$ cat src/rtl/criterio_geral_if.sv
// criterio_geral_if: scan request, per-slot snapshot inputs and
// general-criterion result bundle between the node array and the scanner.
interface criterio_geral_if #(
  parameter int NUM_NA         = 8,
  parameter int ADR_WIDTH      = 5,
  parameter int CRITERIO_WIDTH = 5
);
  localparam int IDX_WIDTH = (NUM_NA > 1) ? $clog2(NUM_NA) : 1;

  logic                             iniciar_in;
  logic [NUM_NA-1:0]                na_ativo_in;
  logic [NUM_NA*CRITERIO_WIDTH-1:0] na_criterio_in;
  logic [NUM_NA*ADR_WIDTH-1:0]      na_endereco_in;

  logic [CRITERIO_WIDTH-1:0]        ca_criterio_geral_out;
  logic [ADR_WIDTH-1:0]             ca_endereco_out;
  logic [IDX_WIDTH-1:0]             ca_indice_out;
  logic                             ca_valido_out;
  logic                             ca_ocupado_out;
  logic                             ca_pronto_out;

  modport master (
    output iniciar_in,
    output na_ativo_in,
    output na_criterio_in,
    output na_endereco_in,
    input  ca_criterio_geral_out,
    input  ca_endereco_out,
    input  ca_indice_out,
    input  ca_valido_out,
    input  ca_ocupado_out,
    input  ca_pronto_out
  );

  modport slave (
    input  iniciar_in,
    input  na_ativo_in,
    input  na_criterio_in,
    input  na_endereco_in,
    output ca_criterio_geral_out,
    output ca_endereco_out,
    output ca_indice_out,
    output ca_valido_out,
    output ca_ocupado_out,
    output ca_pronto_out
  );
endinterface

$ cat src/rtl/criterio_geral.sv
// criterio_geral: snapshots the active-node table, then scans one slot
// per cycle to find the minimum criterion (lowest index wins ties).
module criterio_geral #(
  parameter int NUM_NA         = 8,
  parameter int ADR_WIDTH      = 5,
  parameter int CRITERIO_WIDTH = 5
) (
  input  logic            clk,
  input  logic            rst,
  criterio_geral_if.slave bus
);
  localparam int IDX_WIDTH = (NUM_NA > 1) ? $clog2(NUM_NA) : 1;
  localparam int CW = CRITERIO_WIDTH;
  localparam int AW = ADR_WIDTH;
  localparam logic [IDX_WIDTH-1:0] LAST_IDX = IDX_WIDTH'(NUM_NA - 1);

  typedef enum logic [1:0] {
    IDLE,
    SCAN,
    DONE
  } state_t;

  state_t state_q, state_d;
  logic   start, scan, last;

  logic [NUM_NA-1:0]    ativo_q, ativo_d;
  logic [NUM_NA*CW-1:0] crit_q, crit_d;
  logic [NUM_NA*AW-1:0] adr_q, adr_d;

  logic [IDX_WIDTH-1:0] idx_q, idx_d;
  logic [CW-1:0]        min_q, min_d;
  logic [IDX_WIDTH-1:0] win_idx_q, win_idx_d;
  logic [AW-1:0]        win_adr_q, win_adr_d;
  logic                 found_q, found_d;

  logic                 cur_act;
  logic [CW-1:0]        cur_crit;
  logic [AW-1:0]        cur_adr;
  logic                 take;

  logic [CW-1:0]        out_crit_q;
  logic [AW-1:0]        out_adr_q;
  logic [IDX_WIDTH-1:0] out_idx_q;
  logic                 out_val_q;

  // State register.
  always_ff @(posedge clk) begin
    if (rst) state_q <= IDLE;
    else     state_q <= state_d;
  end

  // Next state and per-state control strobes.
  always_comb begin
    state_d = state_q;
    start   = 1'b0;
    scan    = 1'b0;
    last    = 1'b0;
    unique case (state_q)
      IDLE: begin
        if (bus.iniciar_in) begin
          start   = 1'b1;
          state_d = SCAN;
        end
      end
      SCAN: begin
        scan = 1'b1;
        if (idx_q == LAST_IDX) begin
          last    = 1'b1;
          state_d = DONE;
        end
      end
      DONE: state_d = IDLE;
      default: state_d = IDLE;
    endcase
  end

  // Snapshot capture and running-minimum update for the current slot.
  always_comb begin
    ativo_d   = ativo_q;
    crit_d    = crit_q;
    adr_d     = adr_q;
    idx_d     = idx_q;
    min_d     = min_q;
    win_idx_d = win_idx_q;
    win_adr_d = win_adr_q;
    found_d   = found_q;
    cur_act   = 1'b0;
    cur_crit  = '0;
    cur_adr   = '0;
    for (int i = 0; i < NUM_NA; i++) begin
      if (idx_q == IDX_WIDTH'(i)) begin
        cur_act  = ativo_q[i];
        cur_crit = crit_q[i*CW +: CW];
        cur_adr  = adr_q[i*AW +: AW];
      end
    end
    // Strict less-than keeps the earlier slot on a tie.
    take = scan && cur_act && (!found_q || (cur_crit < min_q));
    if (start) begin
      ativo_d   = bus.na_ativo_in;
      crit_d    = bus.na_criterio_in;
      adr_d     = bus.na_endereco_in;
      idx_d     = '0;
      min_d     = '1;
      win_idx_d = '0;
      win_adr_d = '0;
      found_d   = 1'b0;
    end else if (scan) begin
      if (take) begin
        min_d     = cur_crit;
        win_idx_d = idx_q;
        win_adr_d = cur_adr;
        found_d   = 1'b1;
      end
      if (!last) idx_d = idx_q + 1'b1;
    end
  end

  // Snapshot and running registers.
  always_ff @(posedge clk) begin
    if (rst) begin
      ativo_q   <= '0;
      crit_q    <= '0;
      adr_q     <= '0;
      idx_q     <= '0;
      min_q     <= '0;
      win_idx_q <= '0;
      win_adr_q <= '0;
      found_q   <= 1'b0;
    end else begin
      ativo_q   <= ativo_d;
      crit_q    <= crit_d;
      adr_q     <= adr_d;
      idx_q     <= idx_d;
      min_q     <= min_d;
      win_idx_q <= win_idx_d;
      win_adr_q <= win_adr_d;
      found_q   <= found_d;
    end
  end

  // Result registers load on entry to DONE so they are valid with pronto.
  always_ff @(posedge clk) begin
    if (rst) begin
      out_crit_q <= '1;
      out_adr_q  <= '0;
      out_idx_q  <= '0;
      out_val_q  <= 1'b0;
    end else if (last) begin
      out_crit_q <= min_d;
      out_adr_q  <= win_adr_d;
      out_idx_q  <= win_idx_d;
      out_val_q  <= found_d;
    end
  end

  assign bus.ca_criterio_geral_out = out_crit_q;
  assign bus.ca_endereco_out       = out_adr_q;
  assign bus.ca_indice_out         = out_idx_q;
  assign bus.ca_valido_out         = out_val_q;
  assign bus.ca_ocupado_out        = (state_q != IDLE);
  assign bus.ca_pronto_out         = (state_q == DONE);

endmodule

$ cat src/flat_wrapper.sv
// flat-port wrapper written by rule: the top's interface ports become plain ports
module criterio_geral_flat 
#(
  parameter int NUM_NA         = 8,
  parameter int ADR_WIDTH      = 5,
  parameter int CRITERIO_WIDTH = 5
)
  (clk, rst, bus_iniciar_in, bus_na_ativo_in, bus_na_criterio_in, bus_na_endereco_in, bus_ca_criterio_geral_out, bus_ca_endereco_out, bus_ca_indice_out, bus_ca_valido_out, bus_ca_ocupado_out, bus_ca_pronto_out);
  criterio_geral_if #(.NUM_NA(NUM_NA), .ADR_WIDTH(ADR_WIDTH), .CRITERIO_WIDTH(CRITERIO_WIDTH)) bus_i ();
  input  logic clk;
  input  logic rst;
  input wire logic [$bits(bus_i.iniciar_in)-1:0] bus_iniciar_in;
  input wire logic [$bits(bus_i.na_ativo_in)-1:0] bus_na_ativo_in;
  input wire logic [$bits(bus_i.na_criterio_in)-1:0] bus_na_criterio_in;
  input wire logic [$bits(bus_i.na_endereco_in)-1:0] bus_na_endereco_in;
  output wire logic [$bits(bus_i.ca_criterio_geral_out)-1:0] bus_ca_criterio_geral_out;
  output wire logic [$bits(bus_i.ca_endereco_out)-1:0] bus_ca_endereco_out;
  output wire logic [$bits(bus_i.ca_indice_out)-1:0] bus_ca_indice_out;
  output wire logic [$bits(bus_i.ca_valido_out)-1:0] bus_ca_valido_out;
  output wire logic [$bits(bus_i.ca_ocupado_out)-1:0] bus_ca_ocupado_out;
  output wire logic [$bits(bus_i.ca_pronto_out)-1:0] bus_ca_pronto_out;
  assign bus_i.iniciar_in = bus_iniciar_in;
  assign bus_i.na_ativo_in = bus_na_ativo_in;
  assign bus_i.na_criterio_in = bus_na_criterio_in;
  assign bus_i.na_endereco_in = bus_na_endereco_in;
  assign bus_ca_criterio_geral_out = bus_i.ca_criterio_geral_out;
  assign bus_ca_endereco_out = bus_i.ca_endereco_out;
  assign bus_ca_indice_out = bus_i.ca_indice_out;
  assign bus_ca_valido_out = bus_i.ca_valido_out;
  assign bus_ca_ocupado_out = bus_i.ca_ocupado_out;
  assign bus_ca_pronto_out = bus_i.ca_pronto_out;
  criterio_geral #(.NUM_NA(NUM_NA), .ADR_WIDTH(ADR_WIDTH), .CRITERIO_WIDTH(CRITERIO_WIDTH)) u_core (.clk(clk), .rst(rst), .bus(bus_i));
endmodule
$ cat config.mk
export PLATFORM = sky130hd
export DESIGN_NAME = criterio_geral_flat
export DESIGN_NICKNAME = d
export VERILOG_FILES = /design/src/rtl/criterio_geral_if.sv /design/src/rtl/criterio_geral.sv /design/src/flat_wrapper.sv
export SDC_FILE = /design/constraint.sdc
export NUM_CORES = 1
export LEC_CHECK = 0
export ABC_CLOCK_PERIOD_IN_PS = 3800
export BUFFER_PORTS_ARGS = -buffer_cell sky130_fd_sc_hd__buf_2
export CAP_MARGIN = 20
export CORE_ASPECT_RATIO = 2
export CORE_MARGIN = 2
export CORE_UTILIZATION = 50
export CTS_CLUSTER_SIZE = 25
export DETAILED_ROUTE_END_ITERATION = 8
export GPL_TIMING_DRIVEN = 0
export PLACE_DENSITY_LB_ADDON = 0.3
export SYNTH_ARGS = -nofsm -noshare
export SYNTH_HDL_FRONTEND = slang
export SYNTH_SLANG_ARGS = --single-unit
$ cat constraint.sdc
create_clock -name clk -period 3.8 [get_ports clk]
set_input_delay 0.76 -clock clk [delete_from_list [all_inputs] [get_ports clk]]
set_output_delay 0.76 -clock clk [all_outputs]
set_load 0.01 [all_outputs]
==> impl_metrics.yaml, run 1 <==
grt:
  grt_usage: 0.281
  grt_overflow: 0
  grt_max_degree: 20
  grt_pass1_vias: 5749
  grt_pass1_wl_um: 26400
  grt_antenna_before_repair: 0
hold_path:
  hold_class: "reg2reg"
  hold_path_depth: 2
  min_to: "u_core.crit_q[11]$_SDFFE_PP0P_"
  hold_start: "u_core.crit_q[11]$_SDFFE_PP0P_"
setup_path:
  r2r_cells: 15
  crit_type: "reg2reg"
  critPathArrivalTime_ps: 4080
  critPathMaxStageDelay_ps: 540
  critPathLaunchType: "register"
  reg2reg_slack_ps: 50
  path_cells: "inv_2 > buf_6 > ha_2 > or2_1 > buf_4 > a221oi_1 > o22ai_1 > a21oi_2 > ha_1 > and4_1 > o311a_1 > o21a_1 > o31a_4 > or4_4 > a311oi_2"
  required_ps: 4130
  r2r_start: "u_core.idx_q[2]$_SDFFE_PP0P_"
  cp_slowest_cell: "or4_4"
  rr_endpoint: "u_core.bus.ca_endereco_out[1]$_SDFFE_PP0P_"
  worstPathMaxFanout: 10
  critPathCaptureType: "register"
run:
  max-cap-violations: 0
outcome:
  outcome: "complete, no violations"
detailed_routing:
  drtIter0Drc: 294
  avgViaCountPerCell: 5.72
  drt_pass1_iterations: 5
  drc: 0
  wl_um: 16700
  wl_per_cell_um: 16.6
  vias: 5761
  ant_nets: 0
synthesis:
  yosys-top-cells-area: "dfxtp_1 44%, nand2_1 14%, a21oi_1 11%"
  synth_fp_nets: 831
  syn_area_per_cell_um2: 7.61
  synth_edf_count: 0
  yosys.area.top_type_share: 0.436
  yosysSeqAreaShare: 0.436
  ys.flop_type: "dfxtp_1"
  yosys_warnings: 0
  syn_inst: 730
  synth-async-reset-ratio: 0
  synth.distinct_cells: 52
  syn_area_um2: 5560
  synth_top_cell_by_area: "dfxtp_1"
  ys_ff_latch: 121
sta:
  fin_crit_sh: 0.987
  finalHoldViolCount: 0
  setup_viol: 0
  relSlewSlack: 0.514
  layout_min_cycle_time_ps: 3750
  worstMarginPinSlew_ps: 729
  fin_skew_ps: 7.06
  maxSlewViolCount: 0
  timing.fmax_ghz: 0.267
cts:
  clock_sinks: 121
  cts_buffer_depth: 2
  clk_pin_slew_ps: 50
  holdBufCountCts: 0
  numCtsBuffers: 17
  cts_tree: "yes"
  h-tree-depth: 4
  clkLatencyLatePin_ps: 420
  cts_root_buffer: "clkbuf_16"
floorplanning:
  core_area_um2: 10900
  die_area_um2: 12000
  rows: 54
  die_width_um: 78.5
  start_util: 0.511
  die_h_um: 153
  io_pins: 107
finish:
  diodes: 0
  nets: 958
  final_cells: 1008
  drive_gt1_frac: 0.225
  fin_util: 0.645
  layout_common_cells: "203 x nand2_1, 118 x a21oi_1, 118 x dfxtp_1"
  layout_commonest_cell: "nand2_1"
  syn2layout_area_growth_pct: 26.3
placement:
  portBuffers: 105
  post-place-cells: 975
  gp_congestion: 0.933
  dp_hpwl_um: 12500
power_and_ir_drop:
  p_leak_nw: 2.75
  ir_worst_vdd_mv: 0.351
  total_power_w: 0.00350
  p_per_area_nw_per_um2: 499
-- report_power, final --
part	switching, W	total (W)	internal (W)
registers	0.0000429	0.00138	0.00134
clock network	0.000556	0.00171	0.00115
logic	0.000246	0.000412	0.000166
total	0.000845	0.00350	0.00266
-- cell families after synthesis --
kind of cell,synth area share
fa+ha+maj,0.0225
compound gates,0.231
flops,0.436
mux,0.00203
simple gates,0.249
xor+xnor,0.00158
buf+inv,0.0581
-- what timing repair did --
item / 4_1_cts / 5_1_grt
buffers inserted: 4 / 2
resized for setup: 27 / 17
setup endpoints to repair: 26 / 20
pin swaps: 4 / 5
-- synth_stat cells, types with 8 or more instances --
library cell    n
a21oi_1       123
o22ai_1        13
clkbuf_1       49
nand2_1       204
nor3_1         10
inv_1          17
a211oi_1       15
ha_1           10
nor2b_1         8
o21ai_0        10
nor2_1         37
dfxtp_1       121
o21ai_1         8
-- registers in the layout (all words and copies together), names as in the netlist, 3 cells and up --
register                          count
u_core.crit_q                        40
u_core.ativo_q                        8
u_core.bus.ca_criterio_geral_out      5
u_core.bus.ca_indice_out              3
u_core.idx_q                          3
u_core.bus.ca_endereco_out            5
u_core.min_q                          5
u_core.win_idx_q                      3
u_core.win_adr_q                      5
u_core.adr_q                         40
-- metal layers --
metal | global-route usage | up-vias | routed length (um)
li1 | - | 2779 | -
met1 | 0.266 | 2676 | 5940
met5 | 0 | - | 0
met4 | 0.188 | 0 | 866
met2 | 0.521 | 240 | 9100
met3 | 0.0608 | 66 | 820
-- critical path: cells and delay by family (launching register included) --
family	cells	cell delay, ps
adders and majority gates	2	470
DFF	1	380
AOI/OAI and AO/OA	7	1370
buffers and inverters	3	460
and+or+nand+nor	3	1000
-- final cells by class --
cell class                 instances  area [um^2]
clock buffer                      22          484
inverter                          19         71.3
clock inverter                     8          143
multi-input combinational        528         2870
tap                              140          175
sequential                       121         2430
timing repair buffer             111          571
buffer                            59          275
fill                             960         3860
-- worst max path at each step --
| stage | start | end | slack, ps | depth (start not counted) |
|---|---|---|---|---|
| final | u_core.idx_q[2]$_SDFFE_PP0P_ | u_core.bus.ca_endereco_out[1]$_SDFFE_PP0P_ | 50 | 15 |
| after global routing | u_core.idx_q[2]$_SDFFE_PP0P_ | u_core.bus.ca_endereco_out[3]$_SDFFE_PP0P_ | -30 | 15 |
| after CTS | u_core.idx_q[1]$_SDFFE_PP0P_ | u_core.bus.ca_endereco_out[1]$_SDFFE_PP0P_ | 30 | 15 |
| after detailed placement | u_core.idx_q[1]$_SDFFE_PP0P_ | u_core.bus.ca_endereco_out[3]$_SDFFE_PP0P_ | -880 | 18 |
| after global placement | u_core.idx_q[0]$_SDFFE_PP0P_ | u_core.bus.ca_endereco_out[3]$_SDFFE_PP0P_ | -720 | 16 |
| after floorplan | u_core.idx_q[0]$_SDFFE_PP0P_ | u_core.bus.ca_endereco_out[0]$_SDFFE_PP0P_ | 130 | 14 |
-- stage by stage --
step           TNS [ps]  hold WS, ps  setup slack (ps)  cell area, um^2
6_report              0          452              48.2             7020
5_1_grt            -120          475             -34.2             7020
4_1_cts               0          453              25.9             6960
3_5_place_dp     -18640          446              -876             6260
3_3_place_gp     -15100          441              -718             6260
2_1_floorplan         0          432               127             5560
Note: power is estimated with default switching activity, not from simulation.
==> inputs of run 2 (changes only) <==
--- a/config.mk
+++ b/config.mk
@@ -14,7 +14,7 @@
 export CTS_CLUSTER_SIZE = 25
 export DETAILED_ROUTE_END_ITERATION = 8
 export GPL_TIMING_DRIVEN = 0
-export PLACE_DENSITY_LB_ADDON = 0.3
+export PLACE_DENSITY = 0.76
 export SYNTH_ARGS = -nofsm -noshare
 export SYNTH_HDL_FRONTEND = slang
 export SYNTH_SLANG_ARGS = --single-unit
==> run 2 against run 1 <==
Die area is the same. Cell area shrank 0.75%. Sequential power about the same. Count of clock-buffer cells in the layout shrank 1. Global-route usage grew 0.25 points.
==> impl_metrics.yaml, run 2 (synthesized netlist as in run 1, its figures left out) <==
outcome:
  outcome: "complete, no violations"
detailed_routing:
  drc: 0
  vias: 5747
  drt_pass1_iterations: 5
  ant_nets: 0
  avgViaCountPerCell: 5.71
  wl_um: 16900
  drtIter0Drc: 334
  wl_per_cell_um: 16.8
grt:
  grt_overflow: 0
  grt_max_degree: 20
  grt_pass1_wl_um: 26600
  grt_pass1_vias: 5817
  grt_antenna_before_repair: 0
  grt_usage: 0.284
sta:
  fin_skew_ps: 10.6
  layout_min_cycle_time_ps: 3720
  finalHoldViolCount: 0
  setup_viol: 0
  worstMarginPinSlew_ps: 729
  maxSlewViolCount: 0
  timing.fmax_ghz: 0.269
  fin_crit_sh: 0.979
  relSlewSlack: 0.514
  tns_ps: 0
setup_path:
  r2r_cells: 15
  crit_type: "reg2reg"
  critPathLaunchType: "register"
  required_ps: 4130
  worstPathMaxFanout: 10
  critPathCaptureType: "register"
  critPathArrivalTime_ps: 4050
finish:
  design_area_um2: 6970
  fin_util: 0.640
  diodes: 0
  layout_common_cells: "203 x nand2_1, 118 x dfxtp_1, 117 x a21oi_1"
  layout_commonest_cell: "nand2_1"
  nets: 957
  reg_top3: "u_core.adr_q (40), u_core.crit_q (40), u_core.ativo_q (8)"
  syn2layout_area_growth_pct: 25.4
  final_cells: 1006
  drive_gt1_frac: 0.227
placement:
  placed_area_um2: 6260
  portBuffers: 105
  gp_congestion: 0.973
  post-place-cells: 975
  dp_hpwl_um: 12500
hold_path:
  hold_path_depth: 2
  hold_class: "reg2reg"
cts:
  clk_pin_slew_ps: 50
  h-tree-depth: 4
  clkLatencyLatePin_ps: 420
  cts_root_buffer: "clkbuf_16"
  numCtsBuffers: 17
  clock_sinks: 121
  cts_buffer_depth: 2
  cts_tree: "yes"
floorplanning:
  rows: 54
  die_h_um: 153
  io_pins: 107
  start_util: 0.511
  die_width_um: 78.5
  core_area_um2: 10900
  die_area_um2: 12000
power_and_ir_drop:
  ir_worst_vdd_mv: 0.344
  p_per_area_nw_per_um2: 481
  total_power_w: 0.00335
  p_leak_nw: 2.72
run:
  max-cap-violations: 0
run 2: stage by stage:
stage	hold slack (ps)	setup slack, ps
floorplan	432	127
detailed placement	446	-795
global route	471	-23.8
global placement	441	-705
CTS	455	30.8
finish	456	80.8
run 2: worst max-delay path, stage by stage, from the launching register on:
cell,delay (ps)
dfxtp_4,380
inv_2,90
buf_4,190
ha_2,210
or2_1,240
buf_4,190
a221oi_2,190
o22ai_2,140
a21oi_2,200
ha_1,290
and4_1,200
o311a_1,140
o21a_1,220
o31a_4,150
or4_4,530
a311oi_2,250
run 2: repair_timing:
| action | in CTS | in global routing |
|---|---|---|
| hold buffers | 0 | 0 |
| pin swaps | 6 | 6 |
| resized for setup | 29 | 18 |
| endpoints found under the setup margin | 26 | 20 |
| setup buffers | 4 | 1 |
run 2: area by class of cell:
type,instances,area [um^2]
Clock buffer,21,470
Buffer,59,273
Inverter,19,71.3
Fill cell,932,3910
Clock inverter,8,97.6
Timing Repair Buffer,110,563
Sequential cell,121,2430
Tap cell,140,175
Multi-Input combinational cell,528,2890
run 2: report_power, final:
part | leakage [nW] | switching (W) | internal [W]
Sequential | 0.992 | 0.0000436 | 0.00134
Combinational | 1.45 | 0.000248 | 0.000165
Clock | 0.273 | 0.000560 | 0.00100
Total | 2.72 | 0.000851 | 0.00250
run 2: path summary, 6_finish.rpt:
| path | from | endpoint | slack [ps] |
|---|---|---|---|
| min reg2reg | u_core.ativo_q[3]$_SDFFE_PP0P_ | u_core.ativo_q[3]$_SDFFE_PP0P_ | 460 |
| max reg2reg | u_core.idx_q[2]$_SDFFE_PP0P_ | u_core.bus.ca_endereco_out[2]$_SDFFE_PP0P_ | 80 |
| min | u_core.ativo_q[3]$_SDFFE_PP0P_ | u_core.ativo_q[3]$_SDFFE_PP0P_ | 460 |
| max | u_core.idx_q[2]$_SDFFE_PP0P_ | u_core.bus.ca_endereco_out[2]$_SDFFE_PP0P_ | 80 |
run 2: per-layer routing:
| metal | wire length, um | GRT usage | vias to the layer above |
|---|---|---|---|
| met1 | 5920 | 0.273 | 2660 |
| met4 | 926 | 0.189 | 0 |
| met3 | 872 | 0.0519 | 65 |
| met2 | 9130 | 0.527 | 242 |
| met5 | 0 | 0 | - |
| li1 | - | - | 2780 |
==> inputs of run 3 (changes only) <==
--- a/config.mk
+++ b/config.mk
@@ -15,6 +15,7 @@
 export DETAILED_ROUTE_END_ITERATION = 8
 export GPL_TIMING_DRIVEN = 0
 export PLACE_DENSITY = 0.76
+export RECOVER_POWER = 50
 export SYNTH_ARGS = -nofsm -noshare
 export SYNTH_HDL_FRONTEND = slang
 export SYNTH_SLANG_ARGS = --single-unit
==> run 3 against run 2 <==
Setup slack lost 1.6 ps. Sequential share of layout area grew 0.10 points. Cell count is the same. Fmax is essentially flat. Utilization shrank 0.18 points. Register-to-register slack is essentially flat. Critical path depth is the same. Via count grew 0.50%. Total power is essentially flat. Critical endpoint unchanged. Largest cell class unchanged. Highest routed layer unchanged.
==> impl_metrics.yaml, run 3 (synthesized netlist as in run 1, its figures left out) <==
cts:
  cts_root_buffer: "clkbuf_16"
  clkLatencyLatePin_ps: 420
  numCtsBuffers: 17
  clk_pin_slew_ps: 50
  clock_sinks: 121
  holdBufCountCts: 0
  h-tree-depth: 4
  cts_buffer_depth: 2
  cts_tree: "yes"
run:
  max-cap-violations: 0
grt:
  grt_overflow: 0
  grt_max_degree: 20
  gr-max-usage-layer: "met2"
  grt_antenna_before_repair: 0
  grt_usage: 0.284
  met1_usage: 0.273
  grt_pass1_wl_um: 26600
  use_met3: 0.0519
  met2_usage: 0.527
  grt_pass1_vias: 5817
detailed_routing:
  drt_pass1_iterations: 5
  ant_nets: 0
  avgViaCountPerCell: 5.74
  wl_um: 16900
  drc: 0
  vias: 5776
  wl_per_cell_um: 16.8
  drtIter0Drc: 340
floorplanning:
  die_area_um2: 12000
  die_h_um: 153
  start_util: 0.511
  core_area_um2: 10900
  io_pins: 107
  rows: 54
  die_width_um: 78.5
setup_path:
  critPathLaunchType: "register"
  critPathCaptureType: "register"
  reg2reg_slack_ps: 80
  rr_endpoint: "u_core.bus.ca_endereco_out[2]$_SDFFE_PP0P_"
  worstPathMaxFanout: 10
  r2r_cells: 15
  r2r_start: "u_core.idx_q[2]$_SDFFE_PP0P_"
  crit_type: "reg2reg"
  critPathArrivalTime_ps: 4050
  required_ps: 4130
sta:
  relSlewSlack: 0.511
  worst_slack_ps: 79.1
  worstMarginPinSlew_ps: 733
  timing.fmax_ghz: 0.269
  holdWs_ps: 456
  fin_crit_sh: 0.979
  finalHoldViolCount: 0
  layout_min_cycle_time_ps: 3720
  maxSlewViolCount: 0
  setup_viol: 0
  fin_skew_ps: 10.2
  tns_ps: 0
finish:
  fin_util: 0.638
  diodes: 0
  reg_top3: "u_core.adr_q (40), u_core.crit_q (40), u_core.ativo_q (8)"
  layout_commonest_cell: "nand2_1"
  nets: 957
  fillers: 942
  syn2layout_area_growth_pct: 25.0
  drive_gt1_frac: 0.209
  layout_common_cells: "203 x nand2_1, 118 x dfxtp_1, 117 x a21oi_1"
outcome:
  outcome: "complete, no violations"
placement:
  gp_congestion: 0.973
  portBuffers: 105
  dp_hpwl_um: 12500
  post-place-ws_ps: -795
hold_path:
  hold_class: "reg2reg"
  hold_path_depth: 2
  min_to: "u_core.ativo_q[3]$_SDFFE_PP0P_"
  hold_start: "u_core.ativo_q[3]$_SDFFE_PP0P_"
power_and_ir_drop:
  p_per_area_nw_per_um2: 483
  p_leak_nw: 2.66
  ir_worst_vdd_mv: 0.345
-- run 3: what timing repair did --
action,in CTS,in global routing
setup endpoints to repair,26,20
gates resized for setup,29,18
setup buffers,4,1
pin swaps,6,6
-- run 3: where the power goes --
group          internal [W]  switching [W]  leakage, nW
combinational      0.000165       0.000249         1.40
sequential          0.00134      0.0000434        0.992
clock               0.00100       0.000560        0.273
total               0.00250       0.000852         2.66
-- run 3: layer usage --
| metal | wire length [um] | vias up |
|---|---|---|
| li1 | - | 2781 |
| met1 | 5940 | 2678 |
| met2 | 9120 | 253 |
| met3 | 882 | 64 |
| met4 | 929 | 0 |
| met5 | 0 | - |
-- run 3: metrics by stage --
stage / cell area [um^2] / cells / power (W)
after floorplan: 5560 / 730 / 0.00163
after global placement: 6260 / 975 / 0.00176
after detailed placement: 6260 / 975 / 0.00178
after CTS: 6910 / 1005 / 0.00333
after global routing: 6950 / 1006 / 0.00346
final: 6950 / 1006 / 0.00335
-- run 3: cell type report --
cell class,count,area (um^2),area share
tap,140,175,0.0252
clock inverter,8,97.6,0.0141
inverter,19,71.3,0.0103
timing repair buffer,110,543,0.0782
multi-input combinational,528,2890,0.416
buffer,59,273,0.0393
clock buffer,21,470,0.0677
sequential,121,2430,0.350
-- run 3: critical path, stage by stage, from the launching register on --
cell,delay (ps)
dfxtp_4,370
inv_2,90
buf_4,190
ha_2,210
or2_1,240
buf_4,190
a221oi_2,190
o22ai_2,140
a21oi_2,200
ha_1,290
and4_1,200
o311a_1,140
o21a_1,220
o31a_4,160
or4_4,530
a311oi_2,250
-- run 3: worst max-delay path by stage --
stage	startpoint	end	slack, ps	depth (start not counted)
5_1_grt	u_core.idx_q[0]$_SDFFE_PP0P_	u_core.bus.ca_endereco_out[2]$_SDFFE_PP0P_	-20	13
6_report	u_core.idx_q[2]$_SDFFE_PP0P_	u_core.bus.ca_endereco_out[2]$_SDFFE_PP0P_	80	15
2_1_floorplan	u_core.idx_q[0]$_SDFFE_PP0P_	u_core.bus.ca_endereco_out[0]$_SDFFE_PP0P_	130	14
4_1_cts	u_core.idx_q[2]$_SDFFE_PP0P_	u_core.bus.ca_endereco_out[2]$_SDFFE_PP0P_	30	14
3_3_place_gp	u_core.idx_q[1]$_SDFFE_PP0P_	u_core.bus.ca_endereco_out[2]$_SDFFE_PP0P_	-710	18
3_5_place_dp	u_core.idx_q[0]$_SDFFE_PP0P_	u_core.bus.ca_endereco_out[3]$_SDFFE_PP0P_	-800	16
